==> src/rtl/reg_bank_sequencer.sv <==
// Command-driven sequencer for a bank of NREG registers using the FunSel op set.
// Commands queue in a small FIFO and are issued one per cycle as registered one-hot enables.
module reg_bank_sequencer #(
  parameter int N     = 8,
  parameter int NREG  = 4,
  parameter int SELW  = 2,
  parameter int DEPTH = 4,
  parameter int CW    = 4
) (
  input  logic            Clock,
  input  logic            Reset,
  input  logic            CmdValid,
  output logic            CmdReady,
  input  logic [1:0]      CmdOp,
  input  logic [SELW-1:0] CmdSel,
  input  logic [N-1:0]    CmdData,
  input  logic [CW-1:0]   CmdCount,
  output logic [NREG-1:0] RegE,
  output logic [1:0]      FunSel,
  output logic [N-1:0]    I,
  output logic            Busy,
  output logic            Done,
  output logic            Err
);

  localparam int PW = $clog2(DEPTH);
  localparam int FW = PW + 1;
  localparam int EW = 2 + SELW + N + CW;
  localparam logic [SELW:0] NREG_L = (SELW+1)'(NREG);

  typedef enum logic [1:0] {
    S_IDLE  = 2'd0,
    S_ISSUE = 2'd1,
    S_DONE  = 2'd2
  } state_t;

  // Command FIFO
  logic [EW-1:0]   fifo_mem [DEPTH];
  logic [PW-1:0]   wr_ptr_q, wr_ptr_d;
  logic [PW-1:0]   rd_ptr_q, rd_ptr_d;
  logic [FW-1:0]   fill_q, fill_d;
  logic            push;
  logic            pop;

  logic [1:0]      head_op;
  logic [SELW-1:0] head_sel;
  logic [N-1:0]    head_data;
  logic [CW-1:0]   head_count;
  logic            head_bad;

  // Working registers for the command being executed
  state_t          state_q, state_d;
  logic [1:0]      op_q, op_d;
  logic [SELW-1:0] sel_q, sel_d;
  logic [N-1:0]    data_q, data_d;
  logic [CW-1:0]   rem_q, rem_d;
  logic            err_q, err_d;

  // Registered bank-facing outputs
  logic [NREG-1:0] reg_e_q, reg_e_d;
  logic [1:0]      fun_sel_q, fun_sel_d;
  logic [N-1:0]    i_q, i_d;
  logic            done_q, done_d;
  logic            err_out_q, err_out_d;

  logic [NREG-1:0] sel_onehot;

  assign CmdReady = (fill_q < FW'(DEPTH));
  assign push     = CmdValid && CmdReady;

  assign {head_op, head_sel, head_data, head_count} = fifo_mem[rd_ptr_q];
  assign head_bad = ({1'b0, head_sel} >= NREG_L);

  generate
    for (genvar gi = 0; gi < NREG; gi++) begin : g_onehot
      assign sel_onehot[gi] = (sel_q == SELW'(gi));
    end
  endgenerate

  always_ff @(posedge Clock) begin
    if (push) begin
      fifo_mem[wr_ptr_q] <= {CmdOp, CmdSel, CmdData, CmdCount};
    end
  end

  always_comb begin
    wr_ptr_d = push ? wr_ptr_q + PW'(1) : wr_ptr_q;
    rd_ptr_d = pop  ? rd_ptr_q + PW'(1) : rd_ptr_q;
    fill_d   = fill_q + FW'(push) - FW'(pop);
  end

  always_comb begin
    state_d   = state_q;
    op_d      = op_q;
    sel_d     = sel_q;
    data_d    = data_q;
    rem_d     = rem_q;
    err_d     = err_q;
    pop       = 1'b0;
    reg_e_d   = '0;
    fun_sel_d = 2'b00;
    i_d       = '0;
    done_d    = 1'b0;
    err_out_d = 1'b0;

    case (state_q)
      S_IDLE: begin
        if (fill_q != '0) begin
          pop    = 1'b1;
          op_d   = head_op;
          sel_d  = head_sel;
          data_d = head_data;
          // Only inc/dec repeat; clear and load always issue exactly once
          rem_d  = head_op[1] ? head_count : '0;
          err_d  = head_bad;
          state_d = head_bad ? S_DONE : S_ISSUE;
        end
      end
      S_ISSUE: begin
        reg_e_d   = sel_onehot;
        fun_sel_d = op_q;
        i_d       = (op_q == 2'b01) ? data_q : '0;
        if (rem_q == '0) begin
          state_d = S_DONE;
        end else begin
          rem_d = rem_q - CW'(1);
        end
      end
      S_DONE: begin
        done_d    = 1'b1;
        err_out_d = err_q;
        state_d   = S_IDLE;
      end
      default: begin
        state_d = S_IDLE;
      end
    endcase
  end

  always_ff @(posedge Clock) begin
    if (Reset) begin
      wr_ptr_q  <= '0;
      rd_ptr_q  <= '0;
      fill_q    <= '0;
      state_q   <= S_IDLE;
      op_q      <= 2'b00;
      sel_q     <= '0;
      data_q    <= '0;
      rem_q     <= '0;
      err_q     <= 1'b0;
      reg_e_q   <= '0;
      fun_sel_q <= 2'b00;
      i_q       <= '0;
      done_q    <= 1'b0;
      err_out_q <= 1'b0;
    end else begin
      wr_ptr_q  <= wr_ptr_d;
      rd_ptr_q  <= rd_ptr_d;
      fill_q    <= fill_d;
      state_q   <= state_d;
      op_q      <= op_d;
      sel_q     <= sel_d;
      data_q    <= data_d;
      rem_q     <= rem_d;
      err_q     <= err_d;
      reg_e_q   <= reg_e_d;
      fun_sel_q <= fun_sel_d;
      i_q       <= i_d;
      done_q    <= done_d;
      err_out_q <= err_out_d;
    end
  end

  assign RegE   = reg_e_q;
  assign FunSel = fun_sel_q;
  assign I      = i_q;
  assign Done   = done_q;
  assign Err    = err_out_q;
  assign Busy   = (state_q != S_IDLE) || (fill_q != '0);

endmodule
==> config.mk <==
export PLATFORM = sky130hd
export DESIGN_NAME = reg_bank_sequencer
export DESIGN_NICKNAME = d
export VERILOG_FILES = /design/src/rtl/reg_bank_sequencer.sv
export SDC_FILE = /design/constraint.sdc
export NUM_CORES = 1
export LEC_CHECK = 0
export CAP_MARGIN = 20
export CELL_PAD_IN_SITES_DETAIL_PLACEMENT = 1
export CELL_PAD_IN_SITES_GLOBAL_PLACEMENT = 1
export CORE_ASPECT_RATIO = 0.9
export CORE_MARGIN = 2
export CORE_UTILIZATION = 42
export DETAILED_ROUTE_END_ITERATION = 10
export PLACE_DENSITY_LB_ADDON = 0.12
export SLEW_MARGIN = 10
export SYNTH_ARGS = -nofsm -noshare
export SYNTH_HDL_FRONTEND = slang
export SYNTH_SLANG_ARGS = --single-unit
==> constraint.sdc <==
create_clock -name Clock -period 6.55 [get_ports Clock]
set_clock_uncertainty 0.15 [all_clocks]
set_input_delay 1.6375 -clock Clock [delete_from_list [all_inputs] [get_ports Clock]]
set_output_delay 1.6375 -clock Clock [all_outputs]
set_load 0.1 [all_outputs]
* Word-level counts from Yosys, hierarchy flattened
Memories as Yosys holds them, arrays and structs flattened. A register that Yosys moved wholly into a read port is not among the register bits.
Index checks and enable logic that the tools add are counted.
** Cells by class
- Shift operators :: 0
- Bitwise operators :: 2
- Equality and inequality tests :: 9
- Add/sub/neg operators :: 5
- Reductions and logical operators :: 13
- Div/mod/pow operators :: 0
- Order comparisons :: 1
- Mux-type cells :: 14
- Multiply operators :: 0
** Operators by type and width (count)
- 4-bit 2-to-1 mux :: 3
- 2-bit 2-to-1 mux :: 4
- 4-bit one-hot mux with 2 select lines :: 1
- 2-bit by 1-bit == test with 1-bit output, second input constant :: 3
- 2-bit == test, second input constant :: 3
- 2-bit inequality test, second input constant :: 3
- 1-bit 2-to-1 mux :: 5
- 2-bit by 1-bit adder with 2-bit output, second input constant :: 2
- 2-bit logical NOT :: 2
- 4-bit logical NOT :: 1
- 2-bit one-hot mux with 2 select lines :: 1
- 2-bit AND reduction :: 2
- 2-bit nonzero test :: 2
- 4-bit by 1-bit subtractor with 4-bit output, second input constant :: 1
- 3-bit by 1-bit adder with 3-bit output :: 1
- 3-bit less-than comparator, second input constant :: 1
- 3-bit AND reduction :: 1
- 3-bit nonzero test :: 1
- 3-bit OR reduction :: 1
- 3-bit by 1-bit subtractor with 3-bit output :: 1
- 1-bit NOT :: 2
- 2-bit OR reduction :: 1
- 1-bit logical AND :: 1
- 1-bit logical OR :: 1
** Storage, ports and cells
- Bits in read-only memories :: 0
- Memories :: 1
- Register bits after elaboration :: 40
- Input port bits :: 19
- Output and inout port bits :: 18
- Memory bits (writable) :: 64
- Latch bits :: 0
- Logic and storage cells :: 57
** Memories
- fifo_mem :: depth 4, width 16, read ports 1, clocked after Yosys merged registers in 1, wr ports 1, line 38 : logic [EW-1:0] fifo_mem [DEPTH];

* Logic depth before layout (Yosys ltp)
- Depth in word-level cells :: 5
- Depth in mapped cells :: 12

* Worst setup path after synthesis
No wires, ideal clock.
- Path kind :: in2reg
- Start :: input port CmdValid
- End :: register fill_q[2]
- Path buffers :: 1
- Data required time :: 6.272 ns
- Slack :: 3.073 ns
- Stages :: 11
- Library setup time :: 0.128 ns
- Data arrival time :: 3.200 ns
- Path through :: nor2b_1 -> clkbuf_1 -> inv_1 -> ha_1 -> inv_1 -> ha_1 -> inv_1 -> fa_1 -> xor2_1 -> xnor2_1 -> nor2_1
** On the way
- Cells in the longest elaborated chain, start to end :: 3
** RTL lines
- from (decl) :: line 12 : input logic CmdValid,
- 1-bit logical AND :: line 69 : assign push = CmdValid && CmdReady;
- 3-bit by 1-bit adder with 3-bit output :: line 89 : fill_d = fill_q + FW'(push) - FW'(pop);
- 3-bit by 1-bit subtractor with 3-bit output :: line 89
- to (signal assigned) :: line 159 : fill_q <= fill_d;
- to (decl) :: line 41 : logic [FW-1:0] fill_q, fill_d;
No other way between the ends.
A chain may end at the register's enable or synchronous reset.

* Worst setup path in the final report
- Start :: register fill_q[1]
- End :: output port Busy
** On the way
- Cells in the longest elaborated chain, start to end :: 2
** RTL lines
- 3-bit nonzero test :: line 179 : assign Busy = (state_q != S_IDLE) || (fill_q != '0);
- 1-bit logical OR :: line 179
- to (decl) :: line 21 : output logic Busy,
No other way between the ends.

==> impl_metrics.env <==
export IMPL_status="completed"
export IMPL_fin_nets=328
export IMPL_ys_async_sr_fraction_pct=0
export IMPL_synth_area_um2=3960
export IMPL_clock_path_buffers=2
export IMPL_core_um2=9125
export IMPL_cts_resized=0
export IMPL_fmax_mhz=260.6
export IMPL_clk_latency_ns=0.35
export IMPL_dr_pass1_iters=4
export IMPL_power_density_nw_per_um2=397.3
export IMPL_critPathKind="flop to output pin"
export IMPL_avgSynthCellArea_um2=14.89
export IMPL_hold_class="flop to flop"
export IMPL_post_dp_hpwl_mm=4.341
export IMPL_ys_ff_latch=106
export IMPL_hold_buffers=0
export IMPL_num_fill_cells=931
export IMPL_post_drt_wl_per_cell_um=15.81
export IMPL_grtUsageTotal_pct=14.57
export IMPL_wirelength_mm=6.765
export IMPL_cap_viol_max_count=0
export IMPL_cp_max_fo=4
export IMPL_cts_setup_buffers=0
export IMPL_area_growth_pct=16.02
export IMPL_synthCells=266
export IMPL_synth_edf_count=64
export IMPL_cts_tree="yes"
export IMPL_fin_ws_ns=2.713
export IMPL_mostFrequentLayoutCells="64 x edfxtp_1, 42 x dfxtp_1, 35 x clkdlybuf4s50_1"
export IMPL_yosysSeqAreaShare_pct=69.76
export IMPL_rows=33
export IMPL_setup_viol=0
export IMPL_grt_pass1_vias=2073
export IMPL_finalHoldViolCount=0
export IMPL_syn_nets=293
export IMPL_overflow=0
export IMPL_ant_nets=0
export IMPL_slew_viol_final=0
export IMPL_drive_gt1_share_pct=9.150
export IMPL_cts_made_buffers=9
export IMPL_cts_root_buf="clkbuf_8"
export IMPL_r2r_end="fill_q[2]"
export IMPL_rsz0062_at_grt="false"
export IMPL_ys_flop_type="edfxtp_1"
export IMPL_die_width_um=106.4
export IMPL_worst_slew_pin_slew_ns=0.9668
export IMPL_antenna_found_initial=0
export IMPL_synth_cell_types=41
export IMPL_synth_area_leaders="edfxtp_1 49%, dfxtp_1 21%, mux4_2 4.5%"
export IMPL_start_util_pct=43.40
export IMPL_p_leak_nw=1.569
export IMPL_htree_levels=3
export IMPL_io_pin_count=37
export IMPL_gp_congestion=0.6950
export IMPL_post_place_ws_ns=2.375
export IMPL_cp_end_kind="output pin"
export IMPL_yosys_warnings=0
export IMPL_start_kind="flop"
export IMPL_drc=0
export IMPL_arrival_ns=2.05
export IMPL_viasPerCell=4.879
export IMPL_whs_ns=0.3050
export IMPL_worstPathRequired_ns=4.76
export IMPL_diodes=0
export IMPL_grt_pass1_wl_mm=10.96
export IMPL_relSlewSlack_pct=35.34
export IMPL_via_count=2088
export IMPL_peakVddDrop_mv=0.1623
export IMPL_endpoint="Busy"
export IMPL_clock_sinks=106
export IMPL_final_common_cell="edfxtp_1"
export IMPL_setup_tns_ns=0
export IMPL_reg2regPathDepth=11
export IMPL_port_buffers=35
export IMPL_critical_path_startpoint="fill_q[1]"
export IMPL_synth_top_area_cell="edfxtp_1"
export IMPL_fin_crit_ns=3.837
export IMPL_synth_top_area_share_pct=48.53
export IMPL_die_y_um=96.12
export IMPL_die_area_um2=10220
export IMPL_r2r_setup_slack_ns=3.37
export IMPL_grt_max_degree=29
export IMPL_period_share_pct=58.58
export IMPL_clkTransAtPathRegs_ns=0.09
export IMPL_rr_startpoint="fill_q[1]"
export IMPL_drt_iter0_drc=65
-- area by class of cell --
class / count / area [um2] / area share (%)
clock buffers: 10 / 127.6 / 2.778
clock inverters: 6 / 63.81 / 1.389
inverters: 10 / 37.54 / 0.8170
multi-input cells: 137 / 1085 / 23.61
flip-flops and latches: 106 / 2763 / 60.13
well taps: 122 / 152.6 / 3.322
repair buffers: 37 / 365.4 / 7.952
-- per-stage QoR --
stage	power (W)	cell area (um2)	util, %	std cells
floorplan	0.001328	3960	-	266
global placement	0.001448	4403	48.25	412
detailed placement	0.001461	4403	48.25	412
CTS	0.001854	4594	50.35	428
global route	0.001943	4594	50.35	428
finish	0.001825	4594	50.35	428
-- synthesized netlist by cell type, types with 4 or more instances --
| master | n |
|---|---|
| mux2i_1 | 6 |
| edfxtp_1 | 64 |
| nor2_1 | 11 |
| nor3_1 | 5 |
| and2_1 | 14 |
| dfxtp_1 | 42 |
| clkbuf_1 | 6 |
| mux4_1 | 5 |
| a21oi_1 | 16 |
| inv_1 | 9 |
| ha_1 | 7 |
| nand2_1 | 28 |
| xnor2_1 | 4 |
| mux4_2 | 8 |
-- sequential cells by signal, summed over array words and instances, names as in the netlist, named ones only --
signal    count
rd_ptr_q      2
RegE          4
FunSel        2
state_q       2
op_q          2
wr_ptr_q      2
Done          1
fill_q        3
rem_q         4
sel_q         2
data_q        8
fifo_mem     64
I             8
-- worst min path at each step --
stage	slack (ns)	cells past startpoint	startpoint	endpoint
final	0.31	2	data_q[1]	data_q[1]
after global routing	0.32	2	data_q[2]	data_q[2]
after CTS	0.31	1	data_q[1]	I[1]
after detailed placement	0.29	1	data_q[1]	I[1]
after global placement	0.29	1	data_q[0]	I[0]
after floorplan	0.28	1	sel_q[0]	RegE[2]
-- kinds of logic (layout without fill, tap and decap cells) --
logic type | count (synthesis) | after routing | share of synthesized area, %
flip-flops | 106 | 106 | 69.76
buffers and inverters | 23 | 63 | 2.843
multiplexers | 20 | 20 | 9.668
other | 1 | 1 | 0.09470
adder cells (fa/ha/maj) | 8 | 8 | 2.717
AO/OA/AOI/OAI | 25 | 25 | 3.760
XOR/XNOR | 6 | 6 | 1.327
AND/OR/NAND/NOR | 77 | 77 | 9.826
-- power by group --
part	leakage, nW	switching, W	internal, W	total, W
registers	0.928	0.0000671	0.000818	0.000886
logic	0.549	0.000342	0.000208	0.000550
clock network	0.0909	0.000212	0.000178	0.000390
total	1.57	0.000621	0.00120	0.00183
-- critical path, cell delays in order (launching register included) --
cell and delay (ns):
dfxtp_1 0.43, nor3_1 0.09, nand2_1 0.06, clkdlybuf4s50_1 1.12
-- layer usage --
metal | wire (um) | global-route usage (%)
met1 | 3371 | 19.64
met2 | 3100 | 22.92
met3 | 227 | 3.724
met4 | 66 | 5.592
met5 | 0 | 0
(Power assumes the default switching activity.)
